===== src/rtl/acq_sequencer.sv =====
`default_nettype none
// ============================================================================
// Module      : acq_sequencer
// Description : Host-driven acquisition controller for the ramp -> async FIFO
//               -> BTPipeOut capture path. A rising edge on start flushes the
//               transfer FIFO, waits a settle window, then enables the ramp
//               source for a fixed number of sample ticks (or continuously
//               when sample_count is 0) until done or aborted.
// Revision    : 1.0 - initial release
// ----------------------------------------------------------------------------
// Ports
//   clk          in   1      system clock (sys_clk)
//   reset        in   1      asynchronous, active-high reset
//   start        in   1      host level; rising edge starts a run
//   abort        in   1      host level; while high forces return to IDLE
//   sample_count in   CNT_W  samples per run (0 = continuous), latched at start
//   sample_tick  in   1      one-cycle strobe per ramp sample
//   fifo_full    in   1      FIFO write-side full flag
//   fifo_rst     out  1      transfer FIFO reset
//   ramp_reset   out  1      ramp source reset, active-high
//   ramp_enable  out  1      ramp source enable
//   busy         out  1      high in any state except IDLE
//   done         out  1      sticky: run completed normally
//   overflow     out  1      sticky: fifo_full seen with sample_tick in ACQUIRE
//   samples_done out  CNT_W  ticks counted in current/last run
// Configuration
//   ACQ_SEQ_OVF_STOP_EN : when defined, an overflow event in ACQUIRE ends the
//                         run without counting the dropped tick.
// ============================================================================
module acq_sequencer #(
    parameter int CNT_W         = 16,
    parameter int FLUSH_CYCLES  = 8,
    parameter int SETTLE_CYCLES = 16
) (
    input  logic             clk,
    input  logic             reset,
    input  logic             start,
    input  logic             abort,
    input  logic [CNT_W-1:0] sample_count,
    input  logic             sample_tick,
    input  logic             fifo_full,
    output logic             fifo_rst,
    output logic             ramp_reset,
    output logic             ramp_enable,
    output logic             busy,
    output logic             done,
    output logic             overflow,
    output logic [CNT_W-1:0] samples_done
);

    // Phase counter is shared by FLUSH and SETTLE, so size it for the longer one.
    localparam int c_PHASE_MAX = (FLUSH_CYCLES > SETTLE_CYCLES) ? FLUSH_CYCLES : SETTLE_CYCLES;
    localparam int c_PH_W      = $clog2(c_PHASE_MAX + 1);

    localparam logic [c_PH_W-1:0] c_FLUSH_LAST  = c_PH_W'(FLUSH_CYCLES - 1);
    localparam logic [c_PH_W-1:0] c_SETTLE_LAST = c_PH_W'(SETTLE_CYCLES - 1);

    typedef enum logic [1:0] {
        S_IDLE    = 2'd0,
        S_FLUSH   = 2'd1,
        S_SETTLE  = 2'd2,
        S_ACQUIRE = 2'd3
    } state_t;

    state_t            r_state;
    logic              r_startQ;
    logic [c_PH_W-1:0] r_phaseCnt;
    logic [CNT_W-1:0]  r_target;

    logic              w_startEdge;
    logic [CNT_W-1:0]  w_nextCount;
    logic              w_hitTarget;

    assign w_startEdge = start & ~r_startQ;
    // Natural wrap of the adder gives the continuous-mode rollover; in counted
    // mode the run ends at the target before any wrap can occur.
    assign w_nextCount = samples_done + 1'b1;
    assign w_hitTarget = (r_target != '0) && (w_nextCount == r_target);

    always_ff @(posedge clk or posedge reset) begin
        if (reset) begin
            r_state      <= S_IDLE;
            r_startQ     <= 1'b0;
            r_phaseCnt   <= '0;
            r_target     <= '0;
            fifo_rst     <= 1'b1;
            ramp_reset   <= 1'b1;
            ramp_enable  <= 1'b0;
            busy         <= 1'b0;
            done         <= 1'b0;
            overflow     <= 1'b0;
            samples_done <= '0;
        end else begin
            r_startQ <= start;

            if (abort) begin
                // Abort outranks everything, including a start edge or the
                // final tick of a run; sticky flags and the count are kept.
                r_state     <= S_IDLE;
                fifo_rst    <= 1'b0;
                ramp_reset  <= 1'b1;
                ramp_enable <= 1'b0;
                busy        <= 1'b0;
            end else begin
                case (r_state)
                    S_IDLE: begin
                        fifo_rst    <= 1'b0;
                        ramp_reset  <= 1'b1;
                        ramp_enable <= 1'b0;
                        busy        <= 1'b0;
                        if (w_startEdge) begin
                            r_target     <= sample_count;
                            done         <= 1'b0;
                            overflow     <= 1'b0;
                            samples_done <= '0;
                            r_phaseCnt   <= '0;
                            fifo_rst     <= 1'b1;
                            busy         <= 1'b1;
                            r_state      <= S_FLUSH;
                        end
                    end

                    S_FLUSH: begin
                        if (r_phaseCnt == c_FLUSH_LAST) begin
                            r_phaseCnt <= '0;
                            fifo_rst   <= 1'b0;
                            ramp_reset <= 1'b0;
                            r_state    <= S_SETTLE;
                        end else begin
                            r_phaseCnt <= r_phaseCnt + 1'b1;
                        end
                    end

                    S_SETTLE: begin
                        if (r_phaseCnt == c_SETTLE_LAST) begin
                            r_phaseCnt  <= '0;
                            ramp_enable <= 1'b1;
                            r_state     <= S_ACQUIRE;
                        end else begin
                            r_phaseCnt <= r_phaseCnt + 1'b1;
                        end
                    end

                    S_ACQUIRE: begin
                        if (sample_tick) begin
`ifdef ACQ_SEQ_OVF_STOP_EN
                            if (fifo_full) begin
                                // Dropped tick terminates the run uncounted.
                                overflow    <= 1'b1;
                                ramp_enable <= 1'b0;
                                ramp_reset  <= 1'b1;
                                busy        <= 1'b0;
                                r_state     <= S_IDLE;
                            end else begin
                                samples_done <= w_nextCount;
                                if (w_hitTarget) begin
                                    done        <= 1'b1;
                                    ramp_enable <= 1'b0;
                                    ramp_reset  <= 1'b1;
                                    busy        <= 1'b0;
                                    r_state     <= S_IDLE;
                                end
                            end
`else
                            if (fifo_full) begin
                                overflow <= 1'b1;
                            end
                            samples_done <= w_nextCount;
                            if (w_hitTarget) begin
                                done        <= 1'b1;
                                ramp_enable <= 1'b0;
                                ramp_reset  <= 1'b1;
                                busy        <= 1'b0;
                                r_state     <= S_IDLE;
                            end
`endif
                        end
                    end

                    default: begin
                        r_state <= S_IDLE;
                    end
                endcase
            end
        end
    end

endmodule
`default_nettype wire


===== config.mk =====
export PLATFORM = sky130hd
export DESIGN_NAME = acq_sequencer
export DESIGN_NICKNAME = d
export VERILOG_FILES = /design/src/rtl/acq_sequencer.sv
export SDC_FILE = /design/constraint.sdc
export NUM_CORES = 1
export LEC_CHECK = 0
export ABC_AREA = 1
export BUFFER_PORTS_ARGS = -buffer_cell sky130_fd_sc_hd__buf_2
export CORE_ASPECT_RATIO = 0.75
export CORE_MARGIN = 2
export CORE_UTILIZATION = 50
export CTS_CLUSTER_DIAMETER = 150
export DETAILED_ROUTE_END_ITERATION = 10
export GPL_TIMING_DRIVEN = 0
export PLACE_DENSITY_LB_ADDON = 0.05
export SYNTH_ARGS = -nofsm -noshare
export SYNTH_HDL_FRONTEND = slang
export SYNTH_SLANG_ARGS = --single-unit

===== constraint.sdc =====
create_clock -name clk -period 3.9 [get_ports clk]
set_input_delay 0.78 -clock clk [delete_from_list [all_inputs] [get_ports clk]]
set_output_delay 0.78 -clock clk [all_outputs]
set_load 0.01 [all_outputs]

* Word-level counts from Yosys, hierarchy flattened
Index checks and enable logic that the tools add are counted.
Operators by class: $add $sub $neg 2, equality and inequality tests 15, muxes and demuxes 34, bitwise logic cells 3, reductions and logical operators 19
Operators with widths (number):
- 2-to-1 mux 16 bit | 2
- case mux 16 bit (2 select lines) | 1
- adder 16 x 1 -> 16 bit, second input constant | 1
- equality test 16 bit | 1
- nonzero test 16 bit | 1
- 2-to-1 mux 5 bit | 3
- inequality test 3 bit, second input constant | 5
- case mux 5 bit (3 select lines) | 1
- AND reduction 5 bit | 3
- 2-to-1 mux 1 bit | 14
- 2-to-1 mux 2 bit | 6
- AND reduction 4 bit | 3
- AND reduction 3 bit | 3
- nonzero test 3 bit | 3
- inequality test 2 bit, second input constant | 4
- case mux 1 bit (2 select lines) | 4
- case mux 2 bit (4 select lines) | 1
- nonzero test 4 bit | 2
- case mux 1 bit (3 select lines) | 2
- adder 5 x 1 -> 5 bit, second input constant | 1
- equality test 5 x 3 -> 1 bit, second input constant | 1
- equality test 5 x 4 -> 1 bit, second input constant | 1
- equality test 2 bit, second input constant | 2
- equality test 2 x 1 -> 1 bit, second input constant | 1
- 6 further kinds | 7
Word-level totals: flip-flop bits (word level) 46, logic and storage cells 84

* Depth between registers and ports, before layout
Gate-level depths: netlist (run 1).
depth in word-level cells 7, depth in mapped cells 17, depth with buffers taken out 17

* Least setup slack after synthesis (run 1)
No wires, ideal clock.
path kind input to register, start point input start, end point register samples_done[1], setup time 0.083 ns, data arrival time 1.913 ns, data required time 3.817 ns, setup slack 1.904 ns, stages on the path 8, buffers on the path 0, cell sequence inv_1 -> nor2_1 -> nor2_1 -> nor4_4 -> inv_2 -> nor2_1 -> inv_2 -> o21ai_0
Between the ends: cells in the longest elaborated chain, start to end 3
Ends and longest elaborated chain:
- start, declared | line 37 | input logic start,
- AND 1 bit | line 74 | assign w_startEdge = start & ~r_startQ;
- inequality test 2 bit (no source line)
- AND reduction 4 bit (no source line)
- end signal, assigned | line 168 | samples_done <= w_nextCount;
- end, declared | line 48 | output logic [CNT_W-1:0] samples_done
Every way passes these cells. A chain may end at the register's enable or synchronous reset.

* Worst setup path after layout (run 1)
start point register r_state[0], end point register samples_done[1]
Between the ends: cells in the longest elaborated chain, start to end 3
Ends and longest elaborated chain:
- start, declared | line 65 | state_t r_state;
- start signal, assigned | line 82 | r_state <= S_IDLE;
- start signal, assigned | line 99 | r_state <= S_IDLE;
- start signal, assigned | line 119 | r_state <= S_FLUSH;
- equality test 2 bit / zero test 2 bit (equally long branches) | line 105 | case (r_state)
- inequality test 2 bit (no source line) / nonzero test 2 bit (equally long branches)
- AND reduction 4 bit (no source line)
Parallel ways exist; a longest one is shown, timed or not.

==> summary.md, run 1 <==
| Metric | Value |
|---|---|
| Max-cap violations | 0 |
| First-pass GRT wire length | 13,200 um |
| Layout cell share with drive strength beyond 1 | 14.9% |
| Clock Sink Count | 46 |
| Period utilization | 74.8% |
| Routed len/inst | 14.5 um |
| Post-route antenna net violation count | 0 |
| Final period demand of the worst path | 2.92 ns |
| CP Max Fanout | 10 |
| Setup TNS | 0 ns |
| Synth top area share | 37.1% |
| Critical Path RT | 4.11 ns |
| Primary FF master, synth | dfrtp_1 |
| Gr ovfl total | 0 |
| Drt drc | 0 |
| Mapped Nets | 462 |
| Tot GR Track Use | 25.9% |
| Initial antenna violation count | 0 |
| Vias | 2,947 |
| Worst Slack Setup Final | 0.981 ns |
| Clock slew at reported path FFs | 0.09 ns |
| Final hold slack | 0.415 ns |
| Cells after Synth | 432 |
| Detailed Routing Iterations Pass 1 | 5 |
| Starting Density | 51.5% |
| Worst IR drop on VDD | 239 uV |
| Ranking of synthesized cells by area | dfrtp_1, nand2_1, nor2_1 |
| Top cells by count, synth | nand2_1, nor2_1, inv_1, dfrtp_1, nand3_1 |
| Worst Path Class, Setup | reg2reg |
| Distinct cells, synth | 28 |
| Leakage power | 1.75 nW |
| Mapped cell area | 2970 um2 |
| Most common cell in the netlist | nand2_1 |
| Worst clock skew | 0.00921 ns |
| Post-cts sizing count | 0 |
| Number of global-route vias before repair | 2,722 |
| Yosys warns | 0 |
| Clk Tree Root Cell | clkbuf_8 |
| Setup bufs post-CTS | 0 |
| Die X-Extent | 93.0 um |
| Number of synthesized register bits | 46 |
| Pre-CTS setup slack | 0.918 ns |
| Worst slew pin tran | 0.807 ns |
| Final setup violation count | 0 |
| CTS tree | done |
| Rel. slew slack | 46.0% |
| Post-synthesis sequential area ratio | 38.9% |
| Inserted Clock Buffers | 5 |
| Vias per cell | 5.24 |
| Total Wirelength | 8130 um |
| Fmax | 343 MHz |
| Post-synthesis to final-layout area growth | 14.4% |
| N_diodes | 0 |
| Detailed Route Iter0 Violations | 216 |
| Die Y-Extent | 70.7 um |
| Post-synth top area cell | dfrtp_1 |
| Crit end category | flip-flop |
| H-Tree Depth | 2 |
| Outcome | finished clean |
| Rows | 24 |
| Die ar. | 6580 um2 |
| Fill count | 576 |
| Unrepaired setup endpoints after global routing | false |
| Gpl congestion | 0.935 |
| Pin count of the biggest net entering global routing | 35 |
| EDFF count, synth | 0 |
| Final Hold Viols | 0 |
| Post-synth ARST share | 100% |
| Clock buffer depth | 2 |
| Hold Crit Class | in2async |
| Hpwl dp | 6330 um |
| IO Count | 44 |
| Pins Over Slew Limit | 0 |
| Nets@finish | 513 |
| Pwr Density | 491 nW/um2 |
| Port bufs | 43 |
| Crit path DAT | 3.13 ns |
| Startpoint types | flip-flop |
| Std-Cell Core Area | 5770 um2 |
| Hold-fix buffers, CTS | 0 |
| Syn avg cell area | 6.87 um2 |
| Worst-skew pair later-pin latency | 0.30 ns |
## report_power, final
part	switching [mW]	internal (mW)	total, mW
clock	0.169	0.143	0.311
sequential	0.0929	0.597	0.690
combinational	0.445	0.222	0.666
total	0.706	0.961	1.67
## cells by family (layout without fill, tap and decap cells)
group | count (synthesis) | count (layout) | share of synthesized area (%)
buffers and inverters | 69 | 121 | 8.85
adders and majority gates | 8 | 8 | 3.37
and+or+nand+nor | 251 | 251 | 37.0
xor gates and xnor gates | 6 | 6 | 2.23
AOI/OAI and AO/OA | 52 | 52 | 9.69
DFF | 46 | 46 | 38.9
## layout by cell type, fill, tap and decap left out, drive strengths merged
| cell type | n |
|---|---|
| clkinvlp | 1 |
| inv | 64 |
| a21oi | 20 |
| a21o | 2 |
| nand4 | 12 |
| o22ai | 12 |
| nor2 | 72 |
| o21ai | 17 |
| xnor2 | 1 |
| nand2 | 120 |
| nand3 | 43 |
| nor4 | 1 |
| ha | 8 |
| clkbuf | 10 |
| nor3 | 2 |
| and2 | 1 |
| a2bb2oi | 1 |
| clkinv | 1 |
| xnor3 | 1 |
| dfrtp | 44 |
| dfstp | 2 |
| xor2 | 4 |
| buf | 45 |
## metrics by stage
stage	power (mW)	cell area (um2)	util [%]	instances
after global placement	1.33	3280	56.9	553
after detailed placement	1.35	3300	57.3	554
after floorplan	1.15	2970	-	432
after CTS	1.66	3400	58.9	562
final	1.67	3400	58.9	562
after global routing	1.79	3400	58.9	562
## final cells by class
| cell class | instances | area (um2) | share of cell area (%) |
|---|---|---|---|
| buffer | 5 | 22.5 | 0.663 |
| clock buffer | 6 | 82.6 | 2.43 |
| clock inverter | 2 | 12.5 | 0.368 |
| inverter | 64 | 240 | 7.07 |
| multi-input combinational | 317 | 1550 | 45.7 |
| sequential | 46 | 1150 | 34.0 |
| tap | 78 | 97.6 | 2.87 |
| timing repair buffer | 44 | 235 | 6.92 |
## per-layer routing
metal  wire [um]  global-route usage (%)
met1        4010                    40.3
met2        3340                    36.3
met3         688                    5.54
met4          84                    7.19
met5           0                       0
## critical path: stages, from the launching register on
cell,delay [ns]
dfrtp_1,0.42
inv_1,0.10
ha_1,0.40
nor4_4,0.57
inv_2,0.16
nor2_1,0.65
inv_2,0.26
o21ai_0,0.25
## path summary, 6_finish.rpt
path                       startpoint         endpoint  slack [ns]  depth (start not counted)
max                        r_state[0]  samples_done[1]        0.98                          7
min                             reset       r_state[0]        0.41                          2
max reg2reg                r_state[0]  samples_done[1]        0.98                          7
min reg2reg                ramp_reset       ramp_reset        0.46                          2
max in group asynchronous       reset     r_target[14]        3.00                          3
min in group clk           ramp_reset       ramp_reset        0.46                          2
## state kept, by name, summed over array words and instances, names as in the netlist
register and cells:
r_startQ 1, samples_done 16, done 1, r_target 16, r_state 2, busy 1, fifo_rst 1, r_phaseCnt 5
ramp_reset 1, overflow 1, ramp_enable 1
Power figures use the tool's default switching activity.
==> run 2: changes to the inputs <==
==> constraint.sdc (replaced) <==
create_clock -name clk -period 2.4 [get_ports clk]
set_input_delay 0.48 -clock clk [delete_from_list [all_inputs] [get_ports clk]]
set_output_delay 0.48 -clock clk [all_outputs]
set_load 0.01 [all_outputs]
==> run 2 against run 1 <==
  * Die area is the same
  * Clock skew about the same
  * Power grew 66%
  * Sequential power is 62% higher
  * Maximum frequency grew 29%
  * Combinational power rose by 70%
  * Flip-flop and latch count is the same
  * Cell count up 0.71%
  * Worst hold slack got worse by 0.30 ns
  * Via count grew 2.6%
  * Critical path depth unchanged
  * Largest cell class unchanged
  * Largest power group is now combinational logic
==> summary.md, run 2 (synthesis gave the netlist of run 1 again) <==
| Metric | Value |
|---|---|
| Outcome | finished clean |
| Vias per cell | 5.34 (+1.9%) |
| Worst clock skew | 0.00910 ns (-0.000112 ns) |
| CTS tree | done |
| H-Tree Depth | 2 (unchanged) |
| Post-synthesis to final-layout area growth | 16.7% |
| CP Max Fanout | 10 (unchanged) |
| Gr ovfl total | 0 (unchanged) |
| Uppermost layer routed | met4 |
| IO Count | 44 (unchanged) |
| Pins Over Slew Limit | 0 (unchanged) |
| Clk Tree Root Cell | clkbuf_8 |
| Met2 WL post-DR | 3450 um (+3.2%) |
| Worst IR drop on VDD | 392 uV (+64%) |
| Nets@finish | 517 (+0.78%) |
| Final period demand of the worst path | 2.26 ns (-0.662 ns) |
| Routed len/inst | 14.6 um (+0.80%) |
| Pwr Density | 797 nW/um2 (+62%) |
| Critical Path, Cell by Cell | ha_1 > inv_1 > nor2_1 > nor4_4 > buf_4 > clkbuf_1 > o22ai_1 |
| Std-Cell Core Area | 5770 um2 (unchanged) |
| Worst Path Class, Setup | reg2reg |
| Worst slew pin tran | 0.616 ns (-0.191 ns) |
| Post-place instance area | 3300 um2 (unchanged) |
| Starting Density | 51.5% (unchanged) |
| Met1 wire length | 4050 um (+0.82%) |
| Vias | 3,024 (+2.6%) |
| Total Wirelength | 8250 um (+1.5%) |
| Largest stage delay, worst path | 0.47 ns (-0.18 ns) |
| Die Y-Extent | 70.7 um (unchanged) |
| R2R setup slack | 0.14 ns (-0.84 ns) |
| Crit end category | flip-flop |
| Final Hold Viols | 0 (unchanged) |
| Final cell count without fillers | 566 (+0.71%) |
| Most common cell after layout, fill and taps aside | nand2_1 |
| Fmax | 443 MHz (+29%) |
| Die X-Extent | 93.0 um (unchanged) |
| Top flop regs | r_target (16), samples_done (16), r_phaseCnt (5) |
| Critical Path RT | 2.57 ns (-1.54 ns) |
| Clock slew at reported path FFs | 0.09 ns (about the same) |
| Pin count of the biggest net entering global routing | 35 (unchanged) |
| Commonest cells after routing, fill and taps aside | nand2_1, nor2_1, inv_1, buf_2, dfrtp_1 |
| Clock buffer depth | 2 (unchanged) |
| Initial antenna violation count | 0 (unchanged) |
| Startpoint types | flip-flop |
| Final setup violation count | 0 (unchanged) |
| Unrepaired setup endpoints after global routing | false |
| Number of global-route vias before repair | 2,731 (+0.33%) |
| Cell count after placement | 554 (unchanged) |
| Detailed Route Iter0 Violations | 244 (+13%) |
| Post-route antenna net violation count | 0 (unchanged) |
| Gpl congestion | 0.935 (unchanged) |
| Detailed Routing Iterations Pass 1 | 5 (unchanged) |
| Period utilization | 94.0% (+19 points) |
| Post-Layout Inst Area | 3460 um2 (+2.0%) |
| Clock Sink Count | 46 (unchanged) |
| Setup TNS | 0 ns (unchanged) |
| Crit path DAT | 2.42 ns (-0.71 ns) |
| Port bufs | 43 (unchanged) |
| Layout cell share with drive strength beyond 1 | 16.6% (+1.7 points) |
| Rel. slew slack | 59.0% (+13 points) |
| N_diodes | 0 (unchanged) |
| CP max stage cell | clkbuf_1 |
| Rows | 24 (unchanged) |
| First-pass GRT wire length | 13,200 um (+0.42%) |
| Die ar. | 6580 um2 (unchanged) |
| Met3 WL | 648 um (-5.8%) |
| Hpwl dp | 6330 um (unchanged) |
| Worst-skew pair later-pin latency | 0.30 ns (about the same) |
| Inserted Clock Buffers | 5 (unchanged) |
| Hold-fix buffers, CTS | 0 (unchanged) |
| Leakage power | 1.76 nW (+0.89%) |
| Drt drc | 0 (unchanged) |
| Hold Crit Class | in2async |
| Max-cap violations | 0 (unchanged) |
| Tot GR Track Use | 26.0% (+0.091 points) |
[run 2: path summary, 6_finish.rpt]
| check | start | end | cells past startpoint |
|---|---|---|---|
| min reg2reg | ramp_reset | ramp_reset | 2 |
| min | reset | r_state[0] | 2 |
| max reg2reg | r_state[0] | samples_done[13] | 7 |
| max in group asynchronous | reset | samples_done[0] | 3 |
| max | r_state[0] | samples_done[13] | 7 |
| min in group clk | start | r_startQ | 1 |
[run 2: final cells by class]
type / count / area, um2
plain buffers: 5 / 22.5
inverters: 64 / 240
clock inverters: 2 / 12.5
multi-input cells: 317 / 1590
flip-flops and latches: 46 / 1160
clock buffers: 6 / 82.6
well taps: 78 / 97.6
repair buffers: 48 / 265
fillers: 572 / 2300
[run 2: metal layers]
metal  vias up  track usage [%]
met5         -                0
li1       1495                -
met1      1410             40.5
met4         0             7.19
met2       109             36.4
met3        10             5.54
[run 2: power breakdown]
part           internal [mW]  leakage [nW]  switching (mW)  total [mW]
logic                  0.391          1.14           0.742        1.13
clock network          0.232        0.0472           0.277       0.509
registers              0.971         0.574           0.150        1.12
[run 2: repair_timing]
action | CTS | global route
gates resized for setup | 2 | 7
buffers inserted | 2 | 2
endpoints found under the setup margin | 16 | 6
pin swaps | 1 | 1
[run 2: critical path: cells and delay by family (launching register included)]
family	cells	cell delay, ns
AO/OA/AOI/OAI	1	0.17
adder cells (fa/ha/maj)	1	0.29
buffers and inverters	3	0.81
flip-flops	1	0.43
AND/OR/NAND/NOR	2	0.40
[run 2: per-stage QoR]
stage / setup WS [ns] / hold WS (ns) / power (mW) / utilization, %
6_report: 0.143 / 0.110 / 2.76 / 60.1
4_1_cts: 0.137 / 0.119 / 2.72 / 59.3
5_1_grt: 0.00617 / 0.139 / 2.96 / 60.1
2_1_floorplan: 0.467 / 0.467 / 1.86 / -
3_5_place_dp: -0.405 / 0.450 / 2.19 / 57.3
3_3_place_gp: -0.409 / 0.447 / 2.17 / 56.9
